$ cat src/rtl/fetch_rd_arbiter.sv
// Shares one in-order read port between fetch (inst) and load (data), routing responses through a tag FIFO.
// Optional ARB_RR_EN selects round-robin arbitration instead of fixed data-over-inst priority.
module fetch_rd_arbiter #(
    parameter int OST_DEPTH = 4,
    parameter int ADDR_W    = 32
) (
    input  logic                        clk_i,
    input  logic                        reset_i,
    input  logic                        inst_req_i,
    input  logic [ADDR_W-1:0]           inst_addr_i,
    input  logic                        inst_cancel_i,
    output logic                        inst_addr_ok_o,
    output logic                        inst_data_ok_o,
    output logic [31:0]                 inst_rdata_o,
    input  logic                        data_req_i,
    input  logic [ADDR_W-1:0]           data_addr_i,
    input  logic [1:0]                  data_size_i,
    output logic                        data_addr_ok_o,
    output logic                        data_data_ok_o,
    output logic [31:0]                 data_rdata_o,
    output logic                        rd_req_o,
    output logic [ADDR_W-1:0]           rd_addr_o,
    output logic [1:0]                  rd_size_o,
    input  logic                        rd_addr_ok_i,
    input  logic                        rd_data_ok_i,
    input  logic [31:0]                 rd_rdata_i,
    output logic [$clog2(OST_DEPTH):0]  ost_cnt_o,
    output logic                        ost_err_o
);
    localparam int PW = $clog2(OST_DEPTH);
    localparam int CW = PW + 1;

    // Tag FIFO: owner bit (1 = data) and discard bit per entry.
    logic [OST_DEPTH-1:0] owner_q, discard_q;
    logic [PW-1:0]        wr_ptr_q, rd_ptr_q;
    logic [CW-1:0]        cnt_q, cnt_d;
    logic                 err_q;
    logic                 lock_q, lock_d;
    logic                 lock_data_q;
`ifdef ARB_RR_EN
    logic                 last_data_q;
`endif

    logic full, grant_data, granted_req, push, pop;
    logic head_owner, head_discard;

    assign full = (cnt_q == CW'(OST_DEPTH));

    always_comb begin
        grant_data = data_req_i;
        if (lock_q) begin
            grant_data = lock_data_q;
        end
`ifdef ARB_RR_EN
        else if (data_req_i && inst_req_i) begin
            grant_data = !last_data_q;
        end
`endif
    end

    // A locked grant only requests on behalf of its owner; if the owner drops, nothing is issued.
    assign granted_req = grant_data ? data_req_i : inst_req_i;
    assign rd_req_o    = !full && granted_req;
    assign rd_addr_o   = rd_req_o ? (grant_data ? data_addr_i : inst_addr_i) : '0;
    assign rd_size_o   = rd_req_o ? (grant_data ? data_size_i : 2'b10) : 2'b00;

    assign push = rd_req_o && rd_addr_ok_i;
    assign pop  = rd_data_ok_i && (cnt_q != '0);

    assign inst_addr_ok_o = push && !grant_data;
    assign data_addr_ok_o = push && grant_data;

    assign head_owner   = owner_q[rd_ptr_q];
    assign head_discard = discard_q[rd_ptr_q] || (inst_cancel_i && !head_owner);

    assign data_data_ok_o = pop && head_owner;
    assign inst_data_ok_o = pop && !head_owner && !head_discard;
    assign inst_rdata_o   = rd_rdata_i;
    assign data_rdata_o   = rd_rdata_i;

    assign ost_cnt_o = cnt_q;
    assign ost_err_o = err_q;

    assign cnt_d  = cnt_q + CW'(push) - CW'(pop);
    // Cancel releases an inst lock so fetch may present the redirected address next cycle.
    assign lock_d = rd_req_o && !rd_addr_ok_i && !(inst_cancel_i && !grant_data);

    always_ff @(posedge clk_i or posedge reset_i) begin
        if (reset_i) begin
            owner_q     <= '0;
            discard_q   <= '0;
            wr_ptr_q    <= '0;
            rd_ptr_q    <= '0;
            cnt_q       <= '0;
            err_q       <= 1'b0;
            lock_q      <= 1'b0;
            lock_data_q <= 1'b0;
        end else begin
            for (int i = 0; i < OST_DEPTH; i++) begin
                if (push && (wr_ptr_q == PW'(i))) begin
                    owner_q[i]   <= grant_data;
                    discard_q[i] <= 1'b0;
                end else if (inst_cancel_i && !owner_q[i]) begin
                    discard_q[i] <= 1'b1;
                end
            end
            if (push) wr_ptr_q <= wr_ptr_q + 1'b1;
            if (pop)  rd_ptr_q <= rd_ptr_q + 1'b1;
            cnt_q       <= cnt_d;
            lock_q      <= lock_d;
            lock_data_q <= grant_data;
            if (rd_data_ok_i && (cnt_q == '0)) err_q <= 1'b1;
        end
    end

`ifdef ARB_RR_EN
    // Remembers the last accepted owner; reset value points at inst so data wins the first contention.
    always_ff @(posedge clk_i or posedge reset_i) begin
        if (reset_i) begin
            last_data_q <= 1'b0;
        end else if (push) begin
            last_data_q <= grant_data;
        end
    end
`endif

endmodule

$ cat config.mk
export PLATFORM = sky130hd
export DESIGN_NAME = fetch_rd_arbiter
export DESIGN_NICKNAME = d
export VERILOG_FILES = /design/src/rtl/fetch_rd_arbiter.sv
export SDC_FILE = /design/constraint.sdc
export NUM_CORES = 1
export LEC_CHECK = 0
export ABC_AREA = 0
export CAP_MARGIN = 10
export CORE_UTILIZATION = 26
export CTS_CLUSTER_DIAMETER = 30
export CTS_CLUSTER_SIZE = 8
export DETAILED_ROUTE_END_ITERATION = 10
export PLACE_DENSITY = 0.82
export SETUP_SLACK_MARGIN = 0.02
export SYNTH_ARGS = -nofsm -noshare
export SYNTH_HDL_FRONTEND = slang
export SYNTH_SLANG_ARGS = --single-unit
$ cat constraint.sdc
create_clock -name clk_i -period 2.2 [get_ports clk_i]
set_input_delay 0.44 -clock clk_i [delete_from_list [all_inputs] [get_ports clk_i]]
set_output_delay 0.44 -clock clk_i [all_outputs]
set_load 0.01 [all_outputs]
== Word level (Yosys, flattened, before mapping) ==
Index checks and enable logic that the tools add are counted.
Word-level totals
  flip-flop bits (word level): 18
  output and inout port bits: 107
  logic and storage cells: 80
Cells by class
  add/sub/neg operators: 4
  $lt $le $gt $ge: 1
  equal/unequal tests: 4
  multiplexer cells: 18
  reductions and logical operators: 39
Operators with widths (number)
  two-way mux 32 bit: 2
  logical AND 1 bit: 21
  two-way mux 1 bit: 12
  zero test 1 bit: 10
  nonzero test 2 bit: 4
  adder 2 x 1 -> 2 bit, second input constant: 2
  binary-select mux 1 bit (select 2 bit): 2
  equality test 2 bit, second input constant: 2
  two-way mux 2 bit: 2
  adder 3 x 1 -> 3 bit: 1
  equality test 3 bit, second input constant: 1
  zero test 3 bit: 1
  < comparator 2 x 3 -> 1 bit, second input constant: 1
  nonzero test 3 bit: 1
  subtractor 3 x 1 -> 3 bit: 1
  equality test 2 x 1 -> 1 bit, second input constant: 1
  zero test 2 bit: 1
  logical OR 1 bit: 1

== Logic depth before layout (Yosys ltp) ==
  word-level depth: 7
  depth in mapped cells: 9
  gate-level depth less buffers: 8

== Worst setup path after synthesis ==
No wires, ideal clock.
  kind: flip-flop to flip-flop
  from: reg cnt_q[1], in the netlist ost_cnt_o[1]
  to: reg cnt_q[2], in the netlist ost_cnt_o[2]
  arrival time: 2.097 ns
  required time: 2.071 ns
  path slack: -0.026 ns
  cell stages (with the launch flop): 10
  cell sequence: dfrtp_1 -> or3b_1 -> buf_2 -> o2111ai_2 -> xor2_1 -> ha_1 -> inv_1 -> fa_1 -> xnor2_1 -> xnor2_1
On the way
  longest elaborated chain between the ends: 6
  elaborated cells on any way between the ends: 8
  classes of those cells: add/sub: 2; eq/ne: 1; reduce/logical: 5
RTL lines
  from (decl): RTL line 36  | logic [CW-1:0] cnt_q, cnt_d;
  from (signal assigned): RTL line 109  | cnt_q <= cnt_d;
  equality test 3 bit: RTL line 47  | assign full = (cnt_q == CW'(OST_DEPTH));
  zero test 1 bit: RTL line 63  | assign rd_req_o = !full && granted_req;
  logical AND 1 bit: RTL line 63
  logical AND 1 bit: RTL line 67  | assign push = rd_req_o && rd_addr_ok_i;
  adder 3 x 1 -> 3 bit: RTL line 84  | assign cnt_d = cnt_q + CW'(push) - CW'(pop);
  subtractor 3 x 1 -> 3 bit *: RTL line 84
  via cnt_d[2]: RTL line 36
Mark *: on every way through the listed nets, which the timed path passes. The rest lies on a longest branch.
A chain may end at the register's enable or synchronous reset.

== Worst setup path after layout ==
  from: reg cnt_q[1], in the netlist ost_cnt_o[1]
  to: out rd_addr_o[17]
On the way
  longest elaborated chain between the ends: 4
RTL lines
  equality test 3 bit: RTL line 47
  zero test 1 bit: RTL line 63
  logical AND 1 bit: RTL line 63
  two-way mux 32 bit: RTL line 64  | assign rd_addr_o = rd_req_o ? (grant_data ? data_addr_i : inst_addr_i) : '0;
  to (decl): RTL line 22  | output logic [ADDR_W-1:0] rd_addr_o,
Every way passes these cells.

==> results.cfg <==
[floorplan]
die_h_microns = 88.4
dieWidth_microns = 88.4
dieArea_sq_um = 7810
start_util = 0.269
num_io_pins = 212
core_sq_um = 7210
placementRows = 31

[worst_setup_path]
path_class = reg -> out
start_kind = flip-flop
cp_data_required_time_ns = 1.76
end_kind = output pin
cp_max_fo = 6
arrival_ns = 1.82

[pwr]
internal_power_w = 0.00194
p_comb_frac = 0.724
p_clk_frac = 0.085
power_density_nw_per_um2 = 919
switching_power_w = 0.00129
leakage_nw = 1.60
p_seq_frac = 0.192
ir_worst_vdd_mv = 0.817
sw_frac_of_total = 0.398

[global_route]
gr-usage-all-layers = 0.168
antenna_found_initial = 0
met2_usage = 0.255
met3_usage = 0.106
grt_pass1_wl_mm = 9.83
grt_start_max_net_pins = 22
grt_pass1_vias = 1859
met1_usage = 0.186
busiest_layer = met2
gr-total-overflow = 0

[timing]
rsz0062_at_grt = true
min_period_ns = 2.26
max_slew.worst_pin.slew_ns = 0.686
fin_crit_sh = 1.03
layout_setup_ws_ns = -0.0630
max_freq_mhz = 442
skew_ns = 0.00274
final_hold_viol_count = 0
slew_violations = 0
setup_viol = 12
relSlewSlack = 0.542

[finish]
fin_nets = 461
n_fill_cell = 676
num_antenna_cells = 0
layout_common_cells = 74 x clkdlybuf4s50_1, 36 x nand2_1, 34 x buf_2
final_util = 0.487
final_common_cell = clkdlybuf4s50_1
multiInputGateArea_sq_um = 1210
drive_above_1_share = 0.487
areaGrowthSynthToFinish_pct = 81.1
final_cells = 448
register_area_sq_um = 454

[yosys]
ys_types = 32
syn_avg_cell_area_sq_um = 7.58
yosysTopAreaCell = buf_4
synth_seq_cells = 18
synth_top_area_share = 0.251
syn_area_sq_um = 1940
ys_seq_area_frac = 0.232
synth_area_leaders = buf_4 25%, dfrtp_1 23%, nand2_1 12%
syn-num-nets = 367
synth-warning-count = 0
syn_inst = 256

[outcome]
outcome = finished, violations left
violations = setup timing

[detailed_routing]
wl_per_cell_microns = 17.7
vias = 2055
drt_iter0_markers = 36
wl_mm = 7.92
drc = 0
antenna_left = 0
routed_via_density = 4.59
dr.pass1.iters = 4

[clock_network]
clock_sinks = 18
h-tree-depth = 1
numCtsBuffers = 3
clock_latency_ns = 0.26
tritoncts = yes
root_buffer = clkbuf_8
clk_pin_slew_ns = 0.07
clk_path_buf_depth = 2

[placement]
post-place-ws_ns = -0.645
portBuffers = 115
place_congestion = 0.844
hpwl_mm = 5.64
dp.cells = 418

[run]
cap_violations = 0

[worst_hold_path]
min-delay-path-class = reg -> reg
==> cell type report <==
cell class / instances / area share
Timing Repair Buffer: 166 / 0.461
Multi-Input combinational cell: 150 / 0.345
Tap cell: 99 / 0.0352
Sequential cell: 18 / 0.129
Clock buffer: 4 / 0.0157
Inverter: 11 / 0.0139
==> per-layer routing <==
layer,wire (microns),vias up,share of wire
li1,-,960,-
met1,2750,975,0.35
met2,3820,88,0.48
met3,1150,32,0.15
met4,199,0,0.025
met5,0,-,0
==> critical path, cell delays in order, from the launching register on <==
cell and delay (ns):
dfrtp_2 0.41, or3b_4 0.44, o211ai_4 0.16, buf_12 0.18, buf_12 0.12, buf_6 0.09, a21oi_2 0.02, buf_2 0.14
==> sequential cells by signal (all words and copies together) (netlist names) <==
register     flops
discard_q        4
owner_q          4
ost_cnt_o        3
rd_ptr_q         2
wr_ptr_q         2
lock_data_q      1
lock_q           1
ost_err_o        1
==> cell families (layout without fill, tap and decap cells) <==
family | Yosys count | in the layout | synth area share
buffers and inverters | 88 | 181 | 0.313
adder cells (fa/ha/maj) | 6 | 6 | 0.0426
AO/OA/AOI/OAI | 50 | 50 | 0.156
XOR/XNOR | 6 | 6 | 0.0271
flip-flops | 18 | 18 | 0.232
AND/OR/NAND/NOR | 80 | 80 | 0.173
multiplexers | 8 | 8 | 0.0567
==> metrics by stage <==
step	cell area (sq um)	power [W]	setup TNS (ns)	hold slack [ns]
6_report	3510	0.00323	-0.351	0.459
5_1_grt	3510	0.00344	-2.28	0.495
4_1_cts	3070	0.00287	-0.575	0.459
3_5_place_dp	2890	0.00243	-18.83	0.444
3_3_place_gp	2890	0.00237	-17.62	0.438
2_1_floorplan	1960	0.00162	0	0.379
==> path summary, 6_finish.rpt <==
check	from	to	slack, ns	depth (start not counted)
worst min register to register	ost_err_o$_DFFE_PP0P_	ost_err_o$_DFFE_PP0P_	0.46	1
worst max-delay path	ost_cnt_o[1]$_DFF_PP0_	rd_addr_o[17]	-0.06	7
max in group asynchronous	reset_i	rd_ptr_q[0]$_DFFE_PP0P_	1.14	2
min in group asynchronous	reset_i	discard_q[3]$_DFFE_PP0P_	0.58	2
worst max register to register	ost_cnt_o[1]$_DFF_PP0_	ost_cnt_o[2]$_DFF_PP0_	-0.05	9
worst min-delay path	ost_err_o$_DFFE_PP0P_	ost_err_o$_DFFE_PP0P_	0.46	1
==> power by group through the flow <==
stage	Clock, W	Sequential, W	Combinational (W)
3_3_place_gp	0	0.000598	0.00178
5_1_grt	0.000302	0.000630	0.00251
4_1_cts	0.000276	0.000609	0.00199
6_report	0.000274	0.000619	0.00234
2_1_floorplan	0	0.000621	0.00100
3_5_place_dp	0	0.000616	0.00182
==> timing repair <==
action	CTS	global route
cloned	3	3
resized for setup	179	98
pin swaps	6	39
endpoints found under the setup margin	41	40
buffers inserted	12	12
hold buffers	0	0
==> synthesized netlist by cell type <==
cell,instances
buf_6,3
a21oi_1,41
a211oi_1,1
nor2_1,4
buf_2,6
o211ai_4,1
clkbuf_1,3
nand2_1,64
mux2_4,1
a21o_1,1
mux2i_1,5
inv_4,1
xor2_1,1
nor2b_1,1
or3b_1,2
a21boi_2,1
inv_2,1
dfrtp_1,18
o2111ai_2,1
mux4_2,2
fa_1,1
o2111ai_1,4
inv_1,9
xnor2_1,5
nand3b_1,1
buf_4,65
and2_1,4
nor4_1,1
nand2b_1,1
ha_1,5
nor3_1,1
and3_1,1
No activity file was read; power rests on OpenSTA's default activity.
